## config.mk

```make
export PLATFORM = sky130hd
export DESIGN_NAME = ir_nec_rx_decoder
export DESIGN_NICKNAME = d
export VERILOG_FILES = /design/src/rtl/ir_nec_pkg.sv /design/src/rtl/ir_env_sync.sv /design/src/rtl/ir_nec_rx_decoder.sv
export SDC_FILE = /design/constraint.sdc
export NUM_CORES = 1
export LEC_CHECK = 0
export BUFFER_PORTS_ARGS = -buffer_cell sky130_fd_sc_hd__clkbuf_2
export CORE_MARGIN = 2
export CORE_UTILIZATION = 26
export CTS_CLUSTER_SIZE = 25
export DETAILED_ROUTE_END_ITERATION = 16
export HOLD_SLACK_MARGIN = 0.03
export MAX_ROUTING_LAYER = met4
export PLACE_DENSITY = 0.41
export SLEW_MARGIN = 0
export SYNTH_ARGS = -nofsm -noshare
export SYNTH_HDL_FRONTEND = slang
export SYNTH_SLANG_ARGS = --single-unit
```

## constraint.sdc

```tcl
create_clock -name CLK_i -period 3.6 [get_ports CLK_i]
set_input_delay 0.72 -clock CLK_i [delete_from_list [all_inputs] [get_ports CLK_i]]
set_output_delay 0.72 -clock CLK_i [all_outputs]
set_load 0.01 [all_outputs]
```

## src/rtl/ir_nec_pkg.sv

```systemverilog
// Shared state encoding, nominal NEC durations (in ticks) and the duration match helper.
package ir_nec_pkg;

    typedef enum logic [2:0] {
        IDLE,
        LEAD_MARK,
        LEAD_SPACE,
        BIT_MARK,
        BIT_SPACE,
        STOP_MARK,
        RPT_MARK
    } necState_t;

    localparam int unsigned LEAD_MARK_TICKS  = 64;
    localparam int unsigned LEAD_SPACE_TICKS = 32;
    localparam int unsigned RPT_SPACE_TICKS  = 16;
    localparam int unsigned BIT_MARK_TICKS   = 4;
    localparam int unsigned ZERO_SPACE_TICKS = 4;
    localparam int unsigned ONE_SPACE_TICKS  = 12;
    localparam int unsigned FRAME_BITS       = 32;
    localparam int unsigned BIT_IDX_W        = 5;

    // True when |dur - nominal| <= tol, written without signed arithmetic.
    function automatic logic durMatch(input int unsigned dur,
                                      input int unsigned nominal,
                                      input int unsigned tol);
        return ((dur + tol) >= nominal) && (dur <= (nominal + tol));
    endfunction

endpackage

```

## src/rtl/ir_env_sync.sv

```systemverilog
// Envelope synchronizer with polarity selection; emits single-cycle rise/fall strobes.
module ir_env_sync (
    input  logic CLK_i,
    input  logic RSTN_i,
    input  logic ENV_i,
    input  logic POL_INV_i,
    output logic envRise_c,
    output logic envFall_c
);

    logic envMeta;
    logic envSync;
    logic envPrev;
    logic rawRise;
    logic rawFall;

    always_ff @(posedge CLK_i or negedge RSTN_i) begin
        if (!RSTN_i) begin
            envMeta <= 1'b0;
            envSync <= 1'b0;
            envPrev <= 1'b0;
        end else begin
            envMeta <= ENV_i;
            envSync <= envMeta;
            envPrev <= envSync;
        end
    end

    // Edges come from the raw level, so flipping POL_INV_i never fabricates an edge.
    assign rawRise   = envSync & ~envPrev;
    assign rawFall   = ~envSync & envPrev;
    assign envRise_c = POL_INV_i ? rawFall : rawRise;
    assign envFall_c = POL_INV_i ? rawRise : rawFall;

endmodule

```

## src/rtl/ir_nec_rx_decoder.sv

```systemverilog
// NEC IR frame/repeat decoder on a demodulated envelope.
// Define IR_NEC_INV_CHECK_EN to reject frames whose byte 3 is not ~CMD.
module ir_nec_rx_decoder
    import ir_nec_pkg::*;
#(
    parameter int unsigned TICK_DIV = 1688,
    parameter int unsigned TOL      = 3,
    parameter int unsigned CNT_W    = 8
) (
    input  logic        CLK_i,
    input  logic        RSTN_i,
    input  logic        EN_i,
    input  logic        ENV_i,
    input  logic        POL_INV_i,
    input  logic        INT_CLR_i,
    output logic [31:0] DATA_o,
    output logic [7:0]  ADDR_o,
    output logic [7:0]  CMD_o,
    output logic        FRAME_VLD_o,
    output logic        REPEAT_o,
    output logic        ERR_o,
    output logic        BUSY_o,
    output logic        INT_o
);

    localparam int unsigned PRE_W = (TICK_DIV > 1) ? $clog2(TICK_DIV) : 1;

    logic                  envRise_c;
    logic                  envFall_c;
    logic                  anyEdge_c;
    logic                  tick_c;
    logic                  durSat_c;
    logic                  wrongEdge_c;
    logic                  invOk_c;
    logic                  mLead_c;
    logic                  mLeadSp_c;
    logic                  mRptSp_c;
    logic                  mMark_c;
    logic                  mZero_c;
    logic                  mOne_c;
    logic [PRE_W-1:0]      preCnt;
    logic [CNT_W-1:0]      durCnt;
    necState_t             state;
    logic [BIT_IDX_W-1:0]  bitIdx;
    logic [FRAME_BITS-1:0] shiftReg;

    ir_env_sync uEnvSync (
        .CLK_i     (CLK_i),
        .RSTN_i    (RSTN_i),
        .ENV_i     (ENV_i),
        .POL_INV_i (POL_INV_i),
        .envRise_c (envRise_c),
        .envFall_c (envFall_c)
    );

    assign anyEdge_c = envRise_c | envFall_c;
    assign tick_c    = (preCnt == PRE_W'(TICK_DIV - 1));
    assign durSat_c  = (durCnt == '1);

    assign mLead_c   = durMatch(32'(durCnt), LEAD_MARK_TICKS, TOL);
    assign mLeadSp_c = durMatch(32'(durCnt), LEAD_SPACE_TICKS, TOL);
    assign mRptSp_c  = durMatch(32'(durCnt), RPT_SPACE_TICKS, TOL);
    assign mMark_c   = durMatch(32'(durCnt), BIT_MARK_TICKS, TOL);
    assign mZero_c   = durMatch(32'(durCnt), ZERO_SPACE_TICKS, TOL);
    assign mOne_c    = durMatch(32'(durCnt), ONE_SPACE_TICKS, TOL);

    // Mark states end on a fall, space states on a rise; the opposite edge is a format error.
    assign wrongEdge_c = (state inside {LEAD_MARK, BIT_MARK, STOP_MARK, RPT_MARK}) ? envRise_c :
                         (state inside {LEAD_SPACE, BIT_SPACE})                    ? envFall_c : 1'b0;

`ifdef IR_NEC_INV_CHECK_EN
    assign invOk_c = (shiftReg[31:24] == ~shiftReg[23:16]);
`else
    assign invOk_c = 1'b1;
`endif

    assign ADDR_o = DATA_o[7:0];
    assign CMD_o  = DATA_o[23:16];

    // Tick prescaler and saturating mark/space duration counter.
    always_ff @(posedge CLK_i or negedge RSTN_i) begin
        if (!RSTN_i) begin
            preCnt <= '0;
            durCnt <= '0;
        end else if (!EN_i) begin
            preCnt <= '0;
            durCnt <= '0;
        end else begin
            preCnt <= tick_c ? '0 : preCnt + PRE_W'(1);
            if (anyEdge_c) begin
                durCnt <= '0;
            end else if (tick_c && !durSat_c) begin
                durCnt <= durCnt + CNT_W'(1);
            end
        end
    end

    // Frame FSM, shift register and registered outputs.
    always_ff @(posedge CLK_i or negedge RSTN_i) begin
        if (!RSTN_i) begin
            state       <= IDLE;
            bitIdx      <= '0;
            shiftReg    <= '0;
            DATA_o      <= '0;
            FRAME_VLD_o <= 1'b0;
            REPEAT_o    <= 1'b0;
            ERR_o       <= 1'b0;
            BUSY_o      <= 1'b0;
            INT_o       <= 1'b0;
        end else begin
            FRAME_VLD_o <= 1'b0;
            REPEAT_o    <= 1'b0;
            ERR_o       <= 1'b0;
            INT_o       <= (INT_o & ~INT_CLR_i) | FRAME_VLD_o | REPEAT_o | ERR_o;
            if (!EN_i) begin
                state  <= IDLE;
                bitIdx <= '0;
                BUSY_o <= 1'b0;
            end else if ((state != IDLE) && (durSat_c || wrongEdge_c)) begin
                ERR_o  <= 1'b1;
                state  <= IDLE;
                BUSY_o <= 1'b0;
            end else begin
                case (state)
                    IDLE: begin
                        if (envRise_c) begin
                            state  <= LEAD_MARK;
                            BUSY_o <= 1'b1;
                        end
                    end
                    LEAD_MARK: begin
                        if (envFall_c) begin
                            state  <= mLead_c ? LEAD_SPACE : IDLE;
                            ERR_o  <= !mLead_c;
                            BUSY_o <= mLead_c;
                        end
                    end
                    LEAD_SPACE: begin
                        if (envRise_c) begin
                            if (mLeadSp_c) begin
                                state  <= BIT_MARK;
                                bitIdx <= '0;
                            end else if (mRptSp_c) begin
                                state <= RPT_MARK;
                            end else begin
                                ERR_o  <= 1'b1;
                                state  <= IDLE;
                                BUSY_o <= 1'b0;
                            end
                        end
                    end
                    BIT_MARK: begin
                        if (envFall_c) begin
                            state  <= mMark_c ? BIT_SPACE : IDLE;
                            ERR_o  <= !mMark_c;
                            BUSY_o <= mMark_c;
                        end
                    end
                    BIT_SPACE: begin
                        if (envRise_c) begin
                            if (mZero_c || mOne_c) begin
                                shiftReg <= {mOne_c, shiftReg[FRAME_BITS-1:1]};
                                if (bitIdx == BIT_IDX_W'(FRAME_BITS - 1)) begin
                                    state <= STOP_MARK;
                                end else begin
                                    state  <= BIT_MARK;
                                    bitIdx <= bitIdx + BIT_IDX_W'(1);
                                end
                            end else begin
                                ERR_o  <= 1'b1;
                                state  <= IDLE;
                                BUSY_o <= 1'b0;
                            end
                        end
                    end
                    STOP_MARK: begin
                        if (envFall_c) begin
                            if (mMark_c && invOk_c) begin
                                FRAME_VLD_o <= 1'b1;
                                DATA_o      <= shiftReg;
                            end else begin
                                ERR_o <= 1'b1;
                            end
                            state  <= IDLE;
                            BUSY_o <= 1'b0;
                        end
                    end
                    RPT_MARK: begin
                        if (envFall_c) begin
                            REPEAT_o <= mMark_c;
                            ERR_o    <= !mMark_c;
                            state    <= IDLE;
                            BUSY_o   <= 1'b0;
                        end
                    end
                    default: begin
                        state  <= IDLE;
                        BUSY_o <= 1'b0;
                    end
                endcase
            end
        end
    end

endmodule

```

Yosys cells after proc, flatten, opt, wreduce, memory -nomap -nowiden
Index checks and enable logic that the tools add are counted. W data, S select, Z words.

Bits in registers: 99.

Bitwise logic cells: 11. Muxes and demuxes: 65. Equality and inequality tests: 26. $lt $le $gt $ge: 10. Add/subtract/negate cells: 4. Reduce and logical (&&, ||, !) cells: 23.

Operator list (count): $mux W3 (13); $mux W1 (35); $mux W5 (7); $ge A32 B3 Y1 const B (1); $ge A32 B5 Y1 const B (1); $ge A32 B6 Y1 const B (1); $ge A32 B7 Y1 const B (1); $mux W8 (3); $ne A4 B3 Y1 const B (6); $mux W11 (2); $pmux W3 S6 (1); $ne A3 B3 Y1 const B (4); $add A11 B1 Y11 const B (1); $eq A11 B11 Y1 const B (1); $pmux W5 S2 (1); $reduce_and A5 Y1 (2); $add A8 B2 Y9 const B (1); $eq A3 B3 Y1 const B (3); $ge A9 B4 Y1 const B (1); $reduce_and A9 Y1 (1); $add A8 B1 Y8 const B (1); $eq A8 B8 Y1 const B (1); $le A8 B3 Y1 const B (1); $le A8 B4 Y1 const B (1); 28 further kinds (49).

Logic depth before layout (Yosys ltp)
Gate-level depths: netlist of the first run.

Depth in word-level cells: 9. Gate-level depth with buffers: 9. Gate-level depth less buffers: 9.

By module
From an unflattened synthesis of the first run, not the netlist that was laid out.

Cell total of the unflattened synthesis: 416. Area, all modules: 4725.8 um^2.

By module, submodules not included: ir_nec_rx_decoder (area each 4616.9 um^2, cells each 409, instances 1); ir_env_sync (area each 108.9 um^2, cells each 7, instances 1).

Least setup slack after synthesis of the first run
OpenSTA, ideal clock, no wires.

Kind: in2reg. Start: in POL_INV_i. End: reg DATA_o[0]. Slack: 1.133 ns. Data arrival time: 2.343 ns. Data required time: 3.475 ns. Stages: 7. Setup time: 0.125 ns. Cell sequence: or3b_1 a22o_1 a31oi_2 nor2b_2 nand4_2 buf_4 mux2_2.

Longest elaborated chain between the ends: 7. Elaborated cells between the ends (all ways): 8.

RTL lines: start, declared (RTL line ir_nec_rx_decoder.sv:14) `input logic POL_INV_i,`; $mux W1 (RTL line ir_env_sync.sv:33) `assign envFall_c = POL_INV_i ? rawRise : rawFall;`; $mux W1 (RTL line ir_nec_rx_decoder.sv:69) `(state inside {LEAD_SPACE, BIT_SPACE}) ? envFall_c : 1'b0;`; $mux W1 (RTL line ir_nec_rx_decoder.sv:68) `assign wrongEdge_c = (state inside {LEAD_MARK, BIT_MARK, STOP_MARK, RPT_MARK}) ? envRise_c :`; $logic_or A1 B1 Y1 (RTL line ir_nec_rx_decoder.sv:119) `end else if ((state != IDLE) && (durSat_c || wrongEdge_c)) begin`; $logic_and A1 B1 Y1 (RTL line ir_nec_rx_decoder.sv:119); $not A1 Y1 (no source line); $reduce_and A5 Y1 (no source line) *; end signal, assigned (RTL line ir_nec_rx_decoder.sv:180) `DATA_o <= shiftReg;`; end, declared (RTL line ir_nec_rx_decoder.sv:16) `output logic [31:0] DATA_o,`.

Every way passes the cells marked *; elsewhere a longest branch is shown, timed or not. A chain may end at the register's enable or synchronous reset.

Worst setup path in the final report of the first run
Start: reg durCnt[0]. End: reg shiftReg[11].

Longest elaborated chain between the ends: 5. Elaborated cells between the ends (all ways): 13.

RTL lines: start, declared (RTL line ir_nec_rx_decoder.sv:42) `logic [CNT_W-1:0] durCnt;`; start signal, assigned (RTL line ir_nec_rx_decoder.sv:93) `durCnt <= durCnt + CNT_W'(1);`; $add A8 B2 Y9 or $eq A8 B8 Y1 (tied branches) (RTL line ir_nec_pkg.sv:27, ir_nec_rx_decoder.sv:58); $ge A32 B3 Y1 (tied with other cells) (RTL line ir_nec_pkg.sv:27) `return ((dur + tol) >= nominal) && (dur <= (nominal + tol));`; $logic_and A1 B1 Y1 (on tied branches) (RTL line ir_nec_pkg.sv:27, ir_nec_rx_decoder.sv:119); $logic_or A1 B1 Y1 or $not A1 Y1 (tied branches); $reduce_and A5 Y1 (no source line) *; end signal, assigned (RTL line ir_nec_rx_decoder.sv:162) `shiftReg <= {mOne_c, shiftReg[FRAME_BITS-1:1]};`; end, declared (RTL line ir_nec_rx_decoder.sv:45) `logic [FRAME_BITS-1:0] shiftReg;`.

Marked as above.

==> impl_metrics.env, run 1 <==
export IMPL_status="finished, violations left"
export IMPL_violations="DRC"
export IMPL_place_congestion=0.8460
export IMPL_vdd_drop_max_uv=225.4
export IMPL_nets=452
export IMPL_finalSetupTns_ps=0
export IMPL_cp_slowest_cell="nand3_4"
export IMPL_setup_viol=0
export IMPL_path_cells="inv_1, ha_1, and4bb_2, a211oi_4, and2_4, nand3_4, mux2_4"
export IMPL_ant_nets=0
export IMPL_h_tree_depth=3
export IMPL_path_class="flop to flop"
export IMPL_reg2reg_slack_ps=660
export IMPL_synthFlopType="dfrtp_1"
export IMPL_numCtsBuffers=9
export IMPL_drc=9
export IMPL_dpl_cell_count=659
export IMPL_async_flop_share_pct=100.0
export IMPL_r2r_start="durCnt[0]$_DFFE_PN0P_"
export IMPL_regArea_mm2=0.002477
export IMPL_fin_worst_skew_ps=7.549
export IMPL_clk_latency_ps=350
export IMPL_grt_max_degree=60
export IMPL_synth_top_area_share_pct=51.40
export IMPL_fmax_mhz=340.3
export IMPL_power_leakage_nw=2.666
export IMPL_slew_viol_final=0
export IMPL_worstSetupEndpointType="flop"
export IMPL_detail_route_wl_per_cell_um=13.93
export IMPL_worstSetupEndpoint="shiftReg[11]$_DFFE_PN0P_"
export IMPL_dp_hpwl_um=6484
export IMPL_start_util_pct=26.65
export IMPL_grt_pass1_vias=3006
export IMPL_dieArea_mm2=0.01964
export IMPL_routed_wl_um=9406
export IMPL_drt_iter0_drc=157
export IMPL_worst_slew_pin_slew_ps=764.4
export IMPL_grt_pass1_wl_um=16220
export IMPL_reg2reg_depth=7
export IMPL_synth_area_leaders="dfrtp_1 51%, mux2_4 8.7%, mux2_2 7.7%"
export IMPL_crit_required_ps=3830
export IMPL_fin_crit_sh_pct=81.64
export IMPL_cp_startpoint="durCnt[0]$_DFFE_PN0P_"
export IMPL_ys_seq_elements=99
export IMPL_slew_headroom_pct=49.04
export IMPL_synth_edff_count=0
export IMPL_worstPathArrival_ps=3170
export IMPL_clock_path_buffers=2
export IMPL_r2r_end="shiftReg[11]$_DFFE_PN0P_"
export IMPL_synth_cells=403
export IMPL_drv_cap=0
export IMPL_hp_class="flop to flop"
export IMPL_grtUsageTotal_pct=10.59
export IMPL_syn2layout_area_growth_pct=13.91
export IMPL_ctsRootBufferMaster="clkbuf_16"
export IMPL_io_pins=59
export IMPL_cts_setup_buffers=0
export IMPL_multi_input_area_mm2=0.002096
export IMPL_yosys_warnings=0
export IMPL_period_minus_slack_ps=2939
export IMPL_drtPass1Iterations=12
export IMPL_drive_above_1_share_pct=33.63
export IMPL_hold_viol_final=0
export IMPL_finalNonFillerCells=675
export IMPL_die_y_um=140.2
export IMPL_die_x_um=140.2
export IMPL_antenna_diode_count=0
export IMPL_cts_tree="built"
export IMPL_ys_seq_area_share_pct=51.40
export IMPL_syn_area_per_cell_um2=11.96
export IMPL_clock_sinks=99
export IMPL_port_buffers=58
export IMPL_n_fill_cell=1841
export IMPL_pwr_density_cell_mw_per_mm2=410.6
export IMPL_yosys_area_top_type="dfrtp_1"
export IMPL_final_cell_mix="99 x dfrtp_1, 57 x clkbuf_2, 35 x nor2_1"
export IMPL_syn_nets=414
export IMPL_layout_commonest_cell="dfrtp_1"
export IMPL_vias=3037
export IMPL_synth_cell_types=62
export IMPL_grt_overflow=0
export IMPL_cts_resized=0
export IMPL_vias_per_cell=4.499
export IMPL_rsz0062_at_grt="no"
export IMPL_cpPeakStageDelay_ps=490
export IMPL_antenna_found_initial=0
export IMPL_rows=49
export IMPL_cp_start_kind="flop"
export IMPL_synth_area_mm2=0.004820
export IMPL_core_mm2=0.01809
export IMPL_clkTransAtPathRegs_ps=70
export IMPL_hold_buffers=0
export IMPL_cp_max_fo=33
==> state kept, by name (all words and copies together), names as in the netlist <==
name and flops:
BUSY_o 1, DATA_o 32, ERR_o 1, FRAME_VLD_o 1, INT_o 1, REPEAT_o 1
bitIdx 5, durCnt 8, preCnt 11, shiftReg 32, state 3, uEnvSync.envMeta 1
uEnvSync.envPrev 1, uEnvSync.envSync 1
==> metal layers <==
layer	vias up	GRT usage [%]	part of all wire, %
met5	-	-	0
li1	1471	-	-
met2	63	15.27	45
met3	7	3.043	4.1
met1	1496	14.50	50
met4	0	3.083	1.0
==> power by group <==
part / total, mW / internal (mW) / switching [mW]
sequential: 1.16 / 1.13 / 0.0298
clock: 0.937 / 0.498 / 0.439
combinational: 0.157 / 0.0612 / 0.0956
total: 2.25 / 1.69 / 0.565
==> cell usage after synthesis, drive strengths merged, types with 3 or more instances <==
cell	number
o21ai	12
nand4	5
dfrtp	99
nand3	17
a31oi	3
nor2b	6
nor3b	5
a211oi	5
xor2	9
buf	27
nor2	36
or4	3
and2	7
clkbuf	6
nor3	10
mux2	64
xnor2	8
ha	5
nand2b	6
a21oi	4
nand2	25
inv	6
==> critical path, delay by kind of cell (launching register included) <==
kind                       cells  cell delay [ps]
and+or+nand+nor                3             1040
muxes                          1              490
DFF                            1              450
adders and majority gates      1              360
AOI/OAI and AO/OA              1              350
buffers and inverters          1               90
==> how the worst min path moves through the flow <==
stage	startpoint	endpoint	slack, ps	cells after the start
2_1_floorplan	uEnvSync.envMeta$_DFF_PN0_	uEnvSync.envSync$_DFF_PN0_	330	0
3_3_place_gp	uEnvSync.envMeta$_DFF_PN0_	uEnvSync.envSync$_DFF_PN0_	340	0
3_5_place_dp	uEnvSync.envMeta$_DFF_PN0_	uEnvSync.envSync$_DFF_PN0_	340	0
4_1_cts	uEnvSync.envMeta$_DFF_PN0_	uEnvSync.envSync$_DFF_PN0_	360	0
5_1_grt	uEnvSync.envMeta$_DFF_PN0_	uEnvSync.envSync$_DFF_PN0_	370	0
6_report	uEnvSync.envMeta$_DFF_PN0_	uEnvSync.envSync$_DFF_PN0_	360	0
==> cells by family after synthesis <==
kind of cell / Yosys count / synth area share, %
multiplexers: 65 / 17.34
AO/OA/AOI/OAI: 40 / 6.100
XOR/XNOR: 17 / 3.089
AND/OR/NAND/NOR: 138 / 15.65
buffers and inverters: 39 / 5.114
flip-flops: 99 / 51.40
adder cells (fa/ha/maj): 5 / 1.298
==> area by class of cell <==
class,count,area share (%)
sequential,99,45.12
multi-input combinational,265,38.17
timing repair buffer,60,5.834
tap,229,5.219
clock buffer,11,4.421
clock inverter,5,0.8204
inverter,6,0.4102
==> metrics by stage <==
step	power (mW)	cell area (um^2)	hold WS, ps	util (%)	setup slack, ps
after floorplan	1.272	4820	331.2	-	1133
after global placement	1.341	5202	339.4	28.77	664.3
after detailed placement	1.342	5202	342.8	28.77	627.0
after CTS	2.303	5490	359.3	30.36	666.3
after global routing	2.375	5490	372.2	30.36	474.6
final	2.254	5490	355.9	30.36	661.1
Note: power is estimated with default switching activity, not from simulation.
==> run 2: changes to the inputs <==
--- a/config.mk
+++ b/config.mk
@@ -12,7 +12,7 @@
 export DETAILED_ROUTE_END_ITERATION = 16
 export HOLD_SLACK_MARGIN = 0.03
 export MAX_ROUTING_LAYER = met4
-export PLACE_DENSITY = 0.41
+export PLACE_DENSITY = 0.42
 export SLEW_MARGIN = 0
 export SYNTH_ARGS = -nofsm -noshare
 export SYNTH_HDL_FRONTEND = slang
==> constraint.sdc (replaced) <==
create_clock -name CLK_i -period 2.4 [get_ports CLK_i]
set_input_delay 0.48 -clock CLK_i [delete_from_list [all_inputs] [get_ports CLK_i]]
set_output_delay 0.48 -clock CLK_i [all_outputs]
set_load 0.01 [all_outputs]
==> run 2 against run 1 <==
  * The run still ends with DRC left
  * Clock power grew 42%
  * First-iteration DRC count grew 13%
  * Register-to-register slack lost 530 ps
  * Core utilization grew 1.4 points
  * Critical path depth shrank 1
  * Non-clock buffer count grew 31
  * Final cell count grew 4.4%
  * Critical endpoint is now shiftReg[10]$_DFFE_PN0P_
  * Clock skew is essentially flat
  * Via count grew 5.6%
  * Routed wire length grew 5.8%
  * Sequential share of layout area shrank 1.9 points
  * Combinational power grew 77%
==> impl_metrics.env, run 2 (synthesized netlist as in run 1, its figures left out) <==
export IMPL_worst_slew_pin_slew_ps=506.1
export IMPL_p_int_mw=2.517
export IMPL_h_tree_depth=3
export IMPL_drv_cap=0
export IMPL_ant_nets=0
export IMPL_slew_headroom_pct=66.26
export IMPL_violations="DRC"
export IMPL_power_leakage_nw=2.822
export IMPL_routed_wl_um=9956
export IMPL_worstSetupEndpointType="flop"
export IMPL_die_x_um=140.2
export IMPL_cp_start_kind="flop"
export IMPL_cts_tree="built"
export IMPL_fmax_mhz=439.9
export IMPL_path_depth=6
export IMPL_swShare_pct=24.83
export IMPL_drtPass1Iterations=13
export IMPL_reg2reg_depth=6
export IMPL_finalNonFillerCells=705
export IMPL_finalSetupTns_ps=0
export IMPL_vias_per_cell=4.550
export IMPL_grt_pass1_vias=3260
export IMPL_path_class="flop to flop"
export IMPL_clock_path_buffers=2
export IMPL_clock_power_share_pct=39.8
export IMPL_antenna_diode_count=0
export IMPL_clock_sinks=99
export IMPL_final_core_utilization_pct=31.73
export IMPL_hold_viol_final=0
export IMPL_grt_overflow=0
export IMPL_drive_above_1_share_pct=38.24
export IMPL_path_cells="or4_4, a211oi_4, and2_4, nand3_4, buf_4, mux2_4"
export IMPL_dp_hpwl_um=7313
export IMPL_layout_setup_ws_ps=126.6
export IMPL_ctsRootBufferMaster="clkbuf_16"
export IMPL_fin_worst_skew_ps=7.134
export IMPL_drc=9
export IMPL_cp_slowest_cell="or4_4"
export IMPL_numCtsBuffers=9
export IMPL_p_seq_share_pct=51.9
export IMPL_cp_startpoint="durCnt[5]$_DFFE_PN0P_"
export IMPL_grt_max_degree=45
export IMPL_io_pins=59
export IMPL_fin_crit_sh_pct=94.73
export IMPL_dpl_cell_count=690
export IMPL_core_mm2=0.01809
export IMPL_total_power_mw=3.348
export IMPL_grt_pass1_wl_um=17150
export IMPL_worstPathArrival_ps=2500
export IMPL_r2r_end="shiftReg[10]$_DFFE_PN0P_"
export IMPL_place_congestion=0.8669
export IMPL_port_buffers=58
export IMPL_hold_buffers=0
export IMPL_final_cell_mix="98 x dfrtp_1, 57 x clkbuf_2, 35 x nor2_1"
export IMPL_vdd_drop_max_uv=305.0
export IMPL_cpPeakStageDelay_ps=590
export IMPL_antenna_found_initial=0
export IMPL_switchingPower_mw=0.8312
export IMPL_pre_cts_ws_ps=6.132
export IMPL_crit_family="simple AND/OR/NAND/NOR gates"
export IMPL_start_util_pct=26.65
export IMPL_detail_route_wl_per_cell_um=14.12
export IMPL_dieArea_mm2=0.01964
export IMPL_vias=3208
export IMPL_worstSetupEndpoint="shiftReg[10]$_DFFE_PN0P_"
export IMPL_setup_viol=0
export IMPL_status="finished, violations left"
export IMPL_slew_viol_final=0
export IMPL_r2r_start="durCnt[5]$_DFFE_PN0P_"
export IMPL_combPwrFrac_pct=8.3
export IMPL_reg2reg_slack_ps=130
export IMPL_path_buf_inv=1
export IMPL_layout_commonest_cell="dfrtp_1"
export IMPL_clk_latency_ps=340
export IMPL_clkTransAtPathRegs_ps=70
export IMPL_reg_top3="DATA_o x32, shiftReg x32, preCnt x11"
export IMPL_grtUsageTotal_pct=11.17
export IMPL_syn2layout_area_growth_pct=19.05
export IMPL_rows=49
export IMPL_crit_required_ps=2620
export IMPL_die_y_um=140.2
export IMPL_hp_class="primary input to asynchronous set/reset pin"
export IMPL_period_minus_slack_ps=2273
export IMPL_drt_iter0_drc=177
export IMPL_nets=483
export IMPL_pwr_density_cell_mw_per_mm2=583.4
export IMPL_cp_max_fo=9
[run 2: how the worst min path moves through the flow]
stage,slack (ps),depth (start not counted),startpoint,endpoint
3_3_place_gp,330,0,uEnvSync.envMeta$_DFF_PN0_,uEnvSync.envSync$_DFF_PN0_
2_1_floorplan,180,0,RSTN_i,BUSY_o$_DFFE_PN0P_
4_1_cts,120,1,RSTN_i,DATA_o[0]$_DFFE_PN0P_
6_report,110,1,RSTN_i,DATA_o[0]$_DFFE_PN0P_
5_1_grt,150,1,RSTN_i,DATA_o[0]$_DFFE_PN0P_
3_5_place_dp,340,0,uEnvSync.envMeta$_DFF_PN0_,uEnvSync.envSync$_DFF_PN0_
[run 2: layer usage]
| layer | vias to the layer above | global-route usage (%) | wire length, um |
|---|---|---|---|
| met3 | 13 | 2.188 | 382 |
| met4 | 0 | 3.668 | 157 |
| met1 | 1592 | 15.11 | 4795 |
| met2 | 63 | 16.87 | 4620 |
| met5 | - | - | 0 |
| li1 | 1540 | - | - |
[run 2: per-stage QoR]
| stage | instance area [um^2] | hold WS (ps) |
|---|---|---|
| floorplan | 4820 | 184.4 |
| global placement | 5460 | 333.6 |
| detailed placement | 5460 | 335.8 |
| CTS | 5728 | 124.8 |
| global route | 5738 | 145.9 |
| finish | 5738 | 106.6 |
[run 2: layout make-up]
type,count,area [um^2]
clock buffers,9,225.2
clock inverters,6,42.54
fillers,1781,12350
inverters,6,22.52
multi-input cells,265,2105
flip-flops and latches,99,2479
well taps,229,286.5
repair buffers,91,578.1
[run 2: repair_timing]
action                     4_1_cts  5_1_grt
setup endpoints to repair        0        2
gates resized for setup          0        3
buffers inserted                 0        0
[run 2: power by group through the flow]
stage / Clock, mW / Sequential, mW / Combinational [mW]
after global placement: 0 / 1.77 / 0.282
final: 1.33 / 1.74 / 0.278
after floorplan: 0 / 1.75 / 0.155
after global routing: 1.47 / 1.74 / 0.318
after CTS: 1.39 / 1.74 / 0.282
after detailed placement: 0 / 1.77 / 0.281
==> run 3: changes to the inputs <==
--- a/config.mk
+++ b/config.mk
@@ -5,6 +5,7 @@
 export SDC_FILE = /design/constraint.sdc
 export NUM_CORES = 1
 export LEC_CHECK = 0
+export ABC_AREA = 1
 export BUFFER_PORTS_ARGS = -buffer_cell sky130_fd_sc_hd__clkbuf_2
 export CORE_MARGIN = 2
 export CORE_UTILIZATION = 26
@@ -12,7 +13,6 @@
 export DETAILED_ROUTE_END_ITERATION = 16
 export HOLD_SLACK_MARGIN = 0.03
 export MAX_ROUTING_LAYER = met4
-export PLACE_DENSITY = 0.42
 export SLEW_MARGIN = 0
 export SYNTH_ARGS = -nofsm -noshare
 export SYNTH_HDL_FRONTEND = slang
==> run 3 against run 2 <==
  * The flow now finishes without violations
  * Flip-flop and latch count did not move
  * Synthesized cell count rose by 41%
  * Register-to-register slack improved by 70 ps
  * Sequential power barely moved
  * Worst setup slack improved by 67 ps
  * Core utilization fell by 1.0 points
  * Critical path type unchanged
  * Critical endpoint is now shiftReg[6]$_DFFE_PN0P_
  * Largest cell class unchanged
  * Largest power group unchanged
==> impl_metrics.env, run 3 <==
export IMPL_status="finished clean"
export IMPL_reg2reg_slack_ps=190
export IMPL_syn_nets=581
export IMPL_core_mm2=0.01927
export IMPL_grt_pass1_vias=3437
export IMPL_fin_worst_skew_ps=14.80
export IMPL_pwr_density_cell_mw_per_mm2=575.1
export IMPL_power_leakage_nw=2.783
export IMPL_grt_max_degree=50
export IMPL_fmax_mhz=453.2
export IMPL_worstPathArrival_ps=2450
export IMPL_clkTransAtPathRegs_ps=70
export IMPL_worst_slew_pin_slew_ps=553.0
export IMPL_port_buffers=58
export IMPL_synth_cells=570
export IMPL_yosys_area_top_type="dfrtp_1"
export IMPL_numCtsBuffers=9
export IMPL_synthTopCellsByCount="143 x nand2_1, 99 x dfrtp_1, 74 x inv_1, 62 x o21ai_2, 35 x nor2_1"
export IMPL_final_cell_mix="143 x nand2_1, 99 x dfrtp_1, 74 x inv_1"
export IMPL_crit_required_ps=2640
export IMPL_grt_overflow=0
export IMPL_clock_path_buffers=2
export IMPL_r2r_start="durCnt[0]$_DFFE_PN0P_"
export IMPL_dp_hpwl_um=6912
export IMPL_antenna_diode_count=0
export IMPL_synth_edff_count=0
export IMPL_clock_sinks=99
export IMPL_rows=51
export IMPL_drc=0
export IMPL_ys_seq_area_share_pct=48.94
export IMPL_drt_iter0_drc=218
export IMPL_synth_most_common_cell="nand2_1"
export IMPL_layout_commonest_cell="nand2_1"
export IMPL_synth_cell_types=34
export IMPL_dieArea_mm2=0.02060
export IMPL_final_core_utilization_pct=30.71
export IMPL_die_y_um=143.5
export IMPL_synthFlopType="dfrtp_1"
export IMPL_multi_input_area_mm2=0.002024
export IMPL_ctsRootBufferMaster="clkbuf_16"
export IMPL_synth_area_leaders="dfrtp_1 49%, o21ai_2 11%, nand2_1 11%"
export IMPL_regArea_mm2=0.002477
export IMPL_grt_pass1_wl_um=16180
export IMPL_drive_above_1_share_pct=27.66
export IMPL_worstSetupEndpointType="flop"
export IMPL_path_class="flop to flop"
export IMPL_clk_latency_ps=360
export IMPL_nets=635
export IMPL_setup_viol=0
export IMPL_cts_tree="built"
export IMPL_vias=3691
export IMPL_async_flop_share_pct=100.0
export IMPL_synth_top_area_share_pct=48.94
export IMPL_vdd_drop_max_uv=332.5
export IMPL_drv_cap=0
export IMPL_detail_route_wl_per_cell_um=11.01
export IMPL_slew_viol_final=0
export IMPL_place_congestion=0.8480
export IMPL_dpl_cell_count=873
export IMPL_syn2layout_area_growth_pct=16.91
export IMPL_ant_nets=0
export IMPL_yosys_warnings=0
export IMPL_fin_crit_sh_pct=91.94
export IMPL_r2r_end="shiftReg[6]$_DFFE_PN0P_"
export IMPL_vias_per_cell=4.129
export IMPL_reg_top3="DATA_o x32, shiftReg x32, preCnt x11"
export IMPL_io_pins=59
export IMPL_ys_seq_elements=99
export IMPL_die_x_um=143.5
export IMPL_finalNonFillerCells=894
export IMPL_drtPass1Iterations=4
export IMPL_cp_max_fo=17
export IMPL_syn_area_per_cell_um2=8.881
export IMPL_routed_wl_um=9845
export IMPL_hold_viol_final=0
export IMPL_cp_start_kind="flop"
export IMPL_n_fill_cell=2073
export IMPL_start_util_pct=26.27
export IMPL_h_tree_depth=3
export IMPL_slew_headroom_pct=62.79
export IMPL_synth_area_mm2=0.005062
export IMPL_finalSetupTns_ps=0
export IMPL_hp_class="primary input to asynchronous set/reset pin"
export IMPL_reg2reg_depth=13
export IMPL_period_minus_slack_ps=2207
export IMPL_grtUsageTotal_pct=10.05
export IMPL_antenna_found_initial=0
export IMPL_cts_resized=0
run 3: cell types whose count changed after synthesis, sizes merged, moves of 7 or more:
cell   previous run  this run
a21oi             4        16
and2              7         0
inv               6        77
mux2             64         0
nand2            25       152
nand3            17        26
nor3             10        19
o21ai            12        85
xnor2             8         0
run 3: worst max-delay path by stage:
stage / start / end / slack [ps] / cells after the start
after floorplan: durCnt[0]$_DFFE_PN0P_ / DATA_o[1]$_DFFE_PN0P_ / 450 / 13
after global placement: durCnt[0]$_DFFE_PN0P_ / shiftReg[13]$_DFFE_PN0P_ / 280 / 14
after detailed placement: durCnt[0]$_DFFE_PN0P_ / DATA_o[6]$_DFFE_PN0P_ / 230 / 13
after CTS: durCnt[0]$_DFFE_PN0P_ / DATA_o[10]$_DFFE_PN0P_ / 220 / 13
after global routing: durCnt[0]$_DFFE_PN0P_ / shiftReg[8]$_DFFE_PN0P_ / -4 / 14
final: durCnt[0]$_DFFE_PN0P_ / shiftReg[6]$_DFFE_PN0P_ / 190 / 13
run 3: cell type report:
| cell class | count | area share, % |
|---|---|---|
| Multi-Input combinational cell | 364 | 34.21 |
| Sequential cell | 99 | 41.86 |
| Clock buffer | 9 | 3.805 |
| Clock inverter | 7 | 1.057 |
| Timing Repair Buffer | 72 | 8.499 |
| Inverter | 78 | 4.968 |
| Tap cell | 265 | 5.603 |
run 3: critical path: stages (launching register included):
cell,delay (ps)
dfrtp_1,360
inv_1,80
ha_1,220
inv_1,70
nand3_1,120
o21ai_2,170
nand2_2,100
nand4_2,150
nand2_4,90
nand2_2,110
nand4_4,240
buf_12,250
nand2_1,70
o21ai_2,50
run 3: repair_timing:
action | 4_1_cts | 5_1_grt
setup endpoints to repair | 0 | 34
hold endpoints to repair | 0 | 0
hold buffers | 0 | 0
setup buffers | 0 | 1
run 3: kinds of logic after synthesis:
family / synth area share (%)
AOI/OAI and AO/OA: 15.87
xor gates and xnor gates: 0.6920
adders and majority gates: 1.236
buffers and inverters: 11.07
DFF: 48.94
and+or+nand+nor: 22.20
run 3: per-stage QoR:
| step | hold slack [ps] | total power [mW] | instance area, um^2 | worst slack (ps) |
|---|---|---|---|---|
| floorplan | 184.4 | 1.916 | 5062 | 450.3 |
| CTS | 92.39 | 3.448 | 5838 | 216.6 |
| global route | 114.9 | 3.555 | 5918 | -4.318 |
| global placement | 332.7 | 2.026 | 5550 | 275.8 |
| finish | 82.82 | 3.404 | 5918 | 193.4 |
| detailed placement | 336.4 | 2.026 | 5550 | 227.9 |
run 3: where the power goes:
part | leakage, nW | total, mW | internal (mW) | switching, mW
sequential | 1.37 | 1.72 | 1.70 | 0.0264
clock | 0.145 | 1.41 | 0.729 | 0.682
combinational | 1.27 | 0.269 | 0.0788 | 0.190
total | 2.78 | 3.40 | 2.50 | 0.899
run 3: per-layer routing:
layer  vias to the layer above  track usage, %  wire length [um]
met1                      1694           13.37              4965
met3                         8           3.332               390
met4                         0           2.425                74
li1                       1919               -                 -
met5                         -               -                 0
met2                        70           14.81              4413
